===== config.mk =====
export PLATFORM = sky130hd
export DESIGN_NAME = adc_capture_ctrl
export DESIGN_NICKNAME = d
export VERILOG_FILES = /design/src/rtl/adc_capture_ctrl.sv
export SDC_FILE = /design/constraint.sdc
export NUM_CORES = 1
export LEC_CHECK = 0
export CORE_MARGIN = 1.5
export CORE_UTILIZATION = 35
export CTS_CLUSTER_SIZE = 28
export DETAILED_ROUTE_END_ITERATION = 6
export PLACE_DENSITY = 0.65
export SLEW_MARGIN = 0
export SYNTH_ARGS = -nofsm -noshare
export SYNTH_HDL_FRONTEND = slang
export SYNTH_SLANG_ARGS = --single-unit

===== constraint.sdc =====
create_clock -name aclk -period 3.7 [get_ports aclk]
set_input_delay 0.37 -clock aclk [delete_from_list [all_inputs] [get_ports aclk]]
set_output_delay 0.37 -clock aclk [all_outputs]
set_load 0.01 [all_outputs]

===== src/rtl/adc_capture_ctrl.sv =====
// ADC capture run controller: IDLE -> CLEAR(2) -> ARMED -> HALT(2) -> IDLE, all outputs registered, monitor tap only (no tready).
// Optional idle-timeout logic is compiled in with `define ADC_CAPTURE_TIMEOUT_EN.
module adc_capture_ctrl (
  input  logic        aclk,
  input  logic        aresetn,
  input  logic        cfg_start,
  input  logic        cfg_abort,
  input  logic [15:0] cfg_trigger_level,
  input  logic [7:0]  cfg_limiter,
  input  logic [15:0] cfg_packets,
  input  logic [31:0] cfg_timeout,
  input  logic        s_axis_tvalid,
  input  logic [31:0] s_axis_tdata,
  output logic [15:0] trigger_level,
  output logic [7:0]  limiter,
  output logic        reset_trigger,
  output logic        reset_max_sum,
  output logic        busy,
  output logic        done,
  output logic        timed_out,
  output logic        aborted,
  output logic [15:0] packets_done,
  output logic [31:0] words_seen,
  output logic [1:0]  state
);

  typedef enum logic [1:0] {
    S_IDLE  = 2'd0,
    S_CLEAR = 2'd1,
    S_ARMED = 2'd2,
    S_HALT  = 2'd3
  } state_t;

  state_t      r_state;
  logic        r_phase;
  logic [15:0] r_packets;
  logic [15:0] r_trigger_level;
  logic [7:0]  r_limiter;
  logic        r_reset_trigger;
  logic        r_reset_max_sum;
  logic        r_busy;
  logic        r_done;
  logic        r_aborted;
  logic [15:0] r_packets_done;
  logic [31:0] r_words_seen;

  logic        w_start;
  logic        w_pkt_end;
  logic [15:0] w_pd_nxt;
  logic        w_complete;
  logic        w_tmo;

  assign w_start    = (r_state == S_IDLE) && cfg_start && !cfg_abort;
  assign w_pkt_end  = s_axis_tvalid && (s_axis_tdata[31:30] == 2'b10);
  assign w_pd_nxt   = (w_pkt_end && (r_packets_done != 16'hFFFF)) ? r_packets_done + 16'd1 : r_packets_done;
  assign w_complete = w_pkt_end && (r_packets != 16'd0) && (w_pd_nxt == r_packets);

`ifdef ADC_CAPTURE_TIMEOUT_EN
  logic [31:0] r_timeout;
  logic [31:0] r_idle;
  logic        r_timed_out;
  logic [31:0] w_idle_nxt;
  logic        w_unused;

  assign w_unused   = ^s_axis_tdata[29:0];
  assign w_idle_nxt = s_axis_tvalid ? 32'd0 : r_idle + 32'd1;
  // A beat is never idle, so a timeout cannot coincide with a packet end here.
  assign w_tmo      = (r_timeout != 32'd0) && !s_axis_tvalid && (w_idle_nxt == r_timeout);

  always_ff @(posedge aclk or negedge aresetn) begin
    if (!aresetn) begin
      r_timeout   <= '0;
      r_idle      <= '0;
      r_timed_out <= 1'b0;
    end else begin
      r_idle <= (r_state == S_ARMED) ? w_idle_nxt : 32'd0;
      if (w_start) begin
        r_timeout   <= cfg_timeout;
        r_timed_out <= 1'b0;
      end else if ((r_state == S_ARMED) && !cfg_abort && !w_complete && w_tmo) begin
        r_timed_out <= 1'b1;
      end
    end
  end

  assign timed_out = r_timed_out;
`else
  logic w_unused;

  assign w_unused  = ^{cfg_timeout, s_axis_tdata[29:0]};
  assign w_tmo     = 1'b0;
  assign timed_out = 1'b0;
`endif

  always_ff @(posedge aclk or negedge aresetn) begin
    if (!aresetn) begin
      r_state         <= S_IDLE;
      r_phase         <= 1'b0;
      r_packets       <= '0;
      r_trigger_level <= '0;
      r_limiter       <= '0;
      r_reset_trigger <= 1'b0;
      r_reset_max_sum <= 1'b0;
      r_busy          <= 1'b0;
      r_done          <= 1'b0;
      r_aborted       <= 1'b0;
      r_packets_done  <= '0;
      r_words_seen    <= '0;
    end else begin
      case (r_state)
        S_IDLE: begin
          if (w_start) begin
            r_state         <= S_CLEAR;
            r_phase         <= 1'b0;
            r_packets       <= cfg_packets;
            r_trigger_level <= cfg_trigger_level;
            r_limiter       <= cfg_limiter;
            r_reset_max_sum <= 1'b1;
            r_busy          <= 1'b1;
            r_done          <= 1'b0;
            r_aborted       <= 1'b0;
            r_packets_done  <= '0;
            r_words_seen    <= '0;
          end
        end
        S_CLEAR: begin
          if (cfg_abort) begin
            r_state         <= S_HALT;
            r_phase         <= 1'b0;
            r_reset_max_sum <= 1'b0;
            r_aborted       <= 1'b1;
          end else if (r_phase) begin
            r_state         <= S_ARMED;
            r_reset_max_sum <= 1'b0;
            r_reset_trigger <= 1'b1;
          end else begin
            r_phase <= 1'b1;
          end
        end
        S_ARMED: begin
          if (s_axis_tvalid) r_words_seen <= r_words_seen + 32'd1;
          r_packets_done <= w_pd_nxt;
          // Abort leaves done alone; completion outranks timeout.
          if (cfg_abort) begin
            r_state         <= S_HALT;
            r_phase         <= 1'b0;
            r_reset_trigger <= 1'b0;
            r_aborted       <= 1'b1;
          end else if (w_complete || w_tmo) begin
            r_state         <= S_HALT;
            r_phase         <= 1'b0;
            r_reset_trigger <= 1'b0;
            r_done          <= 1'b1;
          end
        end
        S_HALT: begin
          if (r_phase) begin
            r_state <= S_IDLE;
            r_busy  <= 1'b0;
          end else begin
            r_phase <= 1'b1;
          end
        end
        default: r_state <= S_IDLE;
      endcase
    end
  end

  assign state         = r_state;
  assign trigger_level = r_trigger_level;
  assign limiter       = r_limiter;
  assign reset_trigger = r_reset_trigger;
  assign reset_max_sum = r_reset_max_sum;
  assign busy          = r_busy;
  assign done          = r_done;
  assign aborted       = r_aborted;
  assign packets_done  = r_packets_done;
  assign words_seen    = r_words_seen;

endmodule


==> impl.org <==
** Logic synthesis
- Cell variety after synth :: between 60 and 70
- Post-Syn Area :: around 0.0053 sq mm
- The Yosys step of the flow raised 0 warnings.
- Number of enable-type register cells in the synthesized netlist :: 0
- Of all flip-flops after synthesis, the portion carrying an async set or reset was 100%.
- Number of nets produced by synthesis :: roughly 720
- For this run, the leading register cell type out of synthesis is sky130_fd_sc_hd__dfrtp_1.
- Sequential cells were found to cover about 46% of the synthesized design area.
- A synthesized cell averages ~8.7 sq um.
- Number of instances in the synthesized netlist :: between 600 and 700
- Total of flip-flops plus latches after synthesis :: 96

** Die
- For this configuration, the core starts out at a cell density of a little over a third.
- Overall die width :: approximately 130 um
- Row count :: 44
- Die height :: roughly 130 um
- around 190 I/O pins were placed.
- Core box area :: between 0.01 and 0.015 sq mm
- The die covers between 0.015 and 0.02 sq mm.

** Placed design
- Placed wire-length estimate :: slightly above 10000 um
- Setup Slack @ Placement :: 0.437 ns
- Final weighted congestion in routability-driven placement :: 0.899
- Number of cells in the design after placement :: 897
- Once placement finished, the instance area stood at roughly 0.0067 sq mm.
- Port buffering added 125 buffers.

** Clocking
- Counting the buffers created by CTS gives 9.
- Clock tree synthesis selected as its root buffer the cell sky130_fd_sc_hd__clkbuf_16.
- Number of clock sinks seen by CTS :: 96
- The longest clock path from root to sink contains 2 buffers.
- After clock tree synthesis, the repair step resized 0 gates.
- Number of setup buffers added after CTS :: 0
- Clock-pin slew reported for the worst setup and hold paths after clock tree synthesis :: around 0.07 ns
- For this design, the CTS-stage hold fixing added 0 buffers.
- The clock reaches the later pin of the worst-skew pair after 0.35 ns.
- CTS tree :: built
- Deepest level of the CTS H-tree :: 3

** Worst setup path
- The worst setup path is captured at a register.
- Data arrival time of the worst path :: around 3.4 ns
- R2r startpoint :: packets_done[0]
- Register-to-Register Setup Slack :: about 0.50 ns
- RR Endpoint :: state[1]
- CP required :: between 3 and 4 ns
- Measured in cells, the most critical reg-to-reg path has a length of 9.
- Along the worst path, the maximum fanout reaches 8.
- Crit path launch type :: register
- Launch point of the critical path :: packets_done[0]
- The critical path in this run is classified as reg2reg.

** Layout
- Relative to the synthesized area, the layout overhead comes to 32.8%.
- After routing the design area is approximately 0.007 sq mm.
- Share of final-layout standard cells stronger than drive strength 1 :: around 6.4%
- The number of antenna diodes in the final layout is 0.
- The finished layout holds between 900 and 1k standard cells, fillers aside.
- Measured on the finished design, the core utilization comes to about 48%.
- Total Nets Final :: between 800 and 900

** Timing
- Final number of setup-violating endpoints :: 0
- Max-slew violation total from the final report :: 0
- In this run the tightest slew margin relative to its limit is between 30 and 40%.
- For the pin with the worst max-slew slack, the measured transition is between 1 and 1.5 ns.
- Min Clock Period, post-route :: between 3 and 4 ns
- Unrepaired setup endpoints after global routing :: no
- Across the routed clock network, the largest skew measured is around 0.008 ns.
- The number of failing hold endpoints at the final stage was 0.
- Final worst setup slack :: 0.498 ns
- Worst hold-check slack :: around 0.18 ns
- Achievable Freq :: between 300 and 400 MHz
- After layout, the worst path uses 86.5% of the clock period.
- Setup TNS :: 0 ns

** Pwr
- Net switching is between 30% and 40% of the power.
- IR drop worst, VDD :: approximately 360 uV
- Summed over all nets, the switching power comes to roughly 1.5 mW.
- Of the total power, registers draw approximately two fifths.
- In this run, the clock network consumes between 20% and 30% of the power.
- Combinational logic burns roughly 38% of the power.
- For this design the static power due to leakage is between 3 and 4 nW.
- Overall power consumption after layout is estimated at ~4.1 mW.
- Cell internal power was estimated by the tool at between 2 and 3 mW.
- For this design the ratio of total power to cell area is roughly 580 mW/mm^2.

** Run status
- The run finished with clean final reports.

** Drt
- After the first detailed-routing iteration, the DRC count stood at around 300.
- In the routed design, unresolved DRC markers number 0.
- Number of detailed-routing iterations run before antenna repair :: 7
- Summing over every cut layer, the via total after detailed routing is roughly 4.7k.
- After detailed routing, the number of vias per cell comes to roughly 5.2.
- For this block, the routed nets add up to 14500 um of wire.
- Dividing the detail-routed wire length by the instance count gives between 15 and 20 um.
- In this run the remaining antenna-violating nets after routing total 0.

** GRT
- The first global-routing pass estimated ~24000 um of wire.
- Via count of the first global-routing pass :: between 4k and 5k
- Entering global routing, the biggest net connects 80 pins.
- Total Routing Usage GR :: about a fifth
- The initial antenna violation count was 0.
- Congestion Overflow GR :: 0

** Worst hold path
- The path class of the tightest hold or removal check is in2async.

** Job
- Max-cap check violation count :: 0
[cells by family (layout without fill, tap and decap cells)]
logic type                 after synthesis  count (layout)  synth area share, %
AOI/OAI and AO/OA                       97              97                 12.0
xor gates and xnor gates                43              43                 7.14
adders and majority gates                6               6                 1.42
buffers and inverters                   44             166                 3.49
DFF                                     96              96                 45.5
muxes                                    5               5                0.996
other                                    1               1               0.0711
and+or+nand+nor                        315             315                 29.3
[critical path, cell delays in order (launching register included)]
cell and delay (ns):
sky130_fd_sc_hd__dfrtp_1 0.48, sky130_fd_sc_hd__ha_1 0.33, sky130_fd_sc_hd__and3_1 0.31, sky130_fd_sc_hd__nand4_2 0.30, sky130_fd_sc_hd__a221oi_1 0.33, sky130_fd_sc_hd__nor3_1 0.10, sky130_fd_sc_hd__nor4_2 0.36, sky130_fd_sc_hd__nand4_2 0.20
sky130_fd_sc_hd__a211oi_2 0.32, sky130_fd_sc_hd__mux2_1 0.35
[power groups by stage]
stage | clock network (mW) | registers, mW | logic (mW)
2_1_floorplan | 0 | 1.61 | 0.801
6_report | 0.950 | 1.57 | 1.54
3_5_place_dp | 0 | 1.59 | 1.54
3_3_place_gp | 0 | 1.58 | 1.51
5_1_grt | 1.02 | 1.62 | 1.72
4_1_cts | 0.976 | 1.57 | 1.55
[per-layer routing]
metal  part of all wire [%]  GRT usage, %
met2                     47          30.1
met3                    4.2          3.10
met5                      0             0
met1                     47          26.0
met4                    1.4          6.56
[final cells by class]
cell class              count  area, sq um
fillers                  1408         7630
multi-input cells         467         2700
flip-flops and latches     96         2400
repair buffers            136         1330
well taps                 184          230
clock buffers              10          229
clock inverters             6         68.8
inverters                  14         52.6
[how the worst max path moves through the flow]
stage | endpoint | slack, ns
after floorplan | state[1] | 0.99
after global placement | state[1] | 0.47
after detailed placement | state[1] | 0.44
after CTS | state[1] | 0.52
after global routing | state[1] | 0.28
final | state[1] | 0.50
[layout by cell type, fill, tap and decap left out, types with 3 or more instances in the layout]
master                            instances
sky130_fd_sc_hd__xnor2_1                 19
sky130_fd_sc_hd__nand4_2                  3
sky130_fd_sc_hd__nor2_1                  54
sky130_fd_sc_hd__and2_1                   4
sky130_fd_sc_hd__clkbuf_16                9
sky130_fd_sc_hd__buf_4                   12
sky130_fd_sc_hd__nand4_1                 16
sky130_fd_sc_hd__nor4_2                   4
sky130_fd_sc_hd__nand3_1                 18
sky130_fd_sc_hd__xor2_1                  24
sky130_fd_sc_hd__a21oi_1                 28
sky130_fd_sc_hd__nor2b_1                  3
sky130_fd_sc_hd__and4_1                   6
sky130_fd_sc_hd__and3_1                  10
sky130_fd_sc_hd__o21ai_0                 30
sky130_fd_sc_hd__dfrtp_1                 96
sky130_fd_sc_hd__or3_1                    4
sky130_fd_sc_hd__inv_1                   14
sky130_fd_sc_hd__nor4_1                   7
sky130_fd_sc_hd__a31oi_1                  4
sky130_fd_sc_hd__o31ai_1                  5
sky130_fd_sc_hd__a211oi_1                 3
sky130_fd_sc_hd__nor3_1                  10
sky130_fd_sc_hd__ha_1                     6
sky130_fd_sc_hd__mux2i_1                  3
sky130_fd_sc_hd__nand2_1                152
sky130_fd_sc_hd__clkdlybuf4s50_1        124
sky130_fd_sc_hd__o41ai_1                  4
sky130_fd_sc_hd__nand2b_1                 3
[synthesized netlist by cell type (14+ instances only)]
cell	n	share of area, %
sky130_fd_sc_hd__nand2_1	152	11
sky130_fd_sc_hd__nand3_1	18	1.7
sky130_fd_sc_hd__inv_1	14	1.0
sky130_fd_sc_hd__xor2_1	24	4.0
sky130_fd_sc_hd__nor2_1	56	4.0
sky130_fd_sc_hd__dfrtp_1	96	46
sky130_fd_sc_hd__o21ai_0	30	2.8
sky130_fd_sc_hd__a21oi_1	28	2.7
sky130_fd_sc_hd__clkbuf_1	18	1.3
sky130_fd_sc_hd__nand4_1	16	1.9
sky130_fd_sc_hd__xnor2_1	19	3.2
[registers in the layout, indices dropped and copies added (netlist names)]
| name | cells |
|---|---|
| aborted | 1 |
| busy | 1 |
| done | 1 |
| limiter | 8 |
| packets_done | 16 |
| r_packets | 16 |
| r_phase | 1 |
| reset_max_sum | 1 |
| reset_trigger | 1 |
| state | 2 |
| trigger_level | 16 |
| words_seen | 32 |
(Power assumes the default switching activity.)
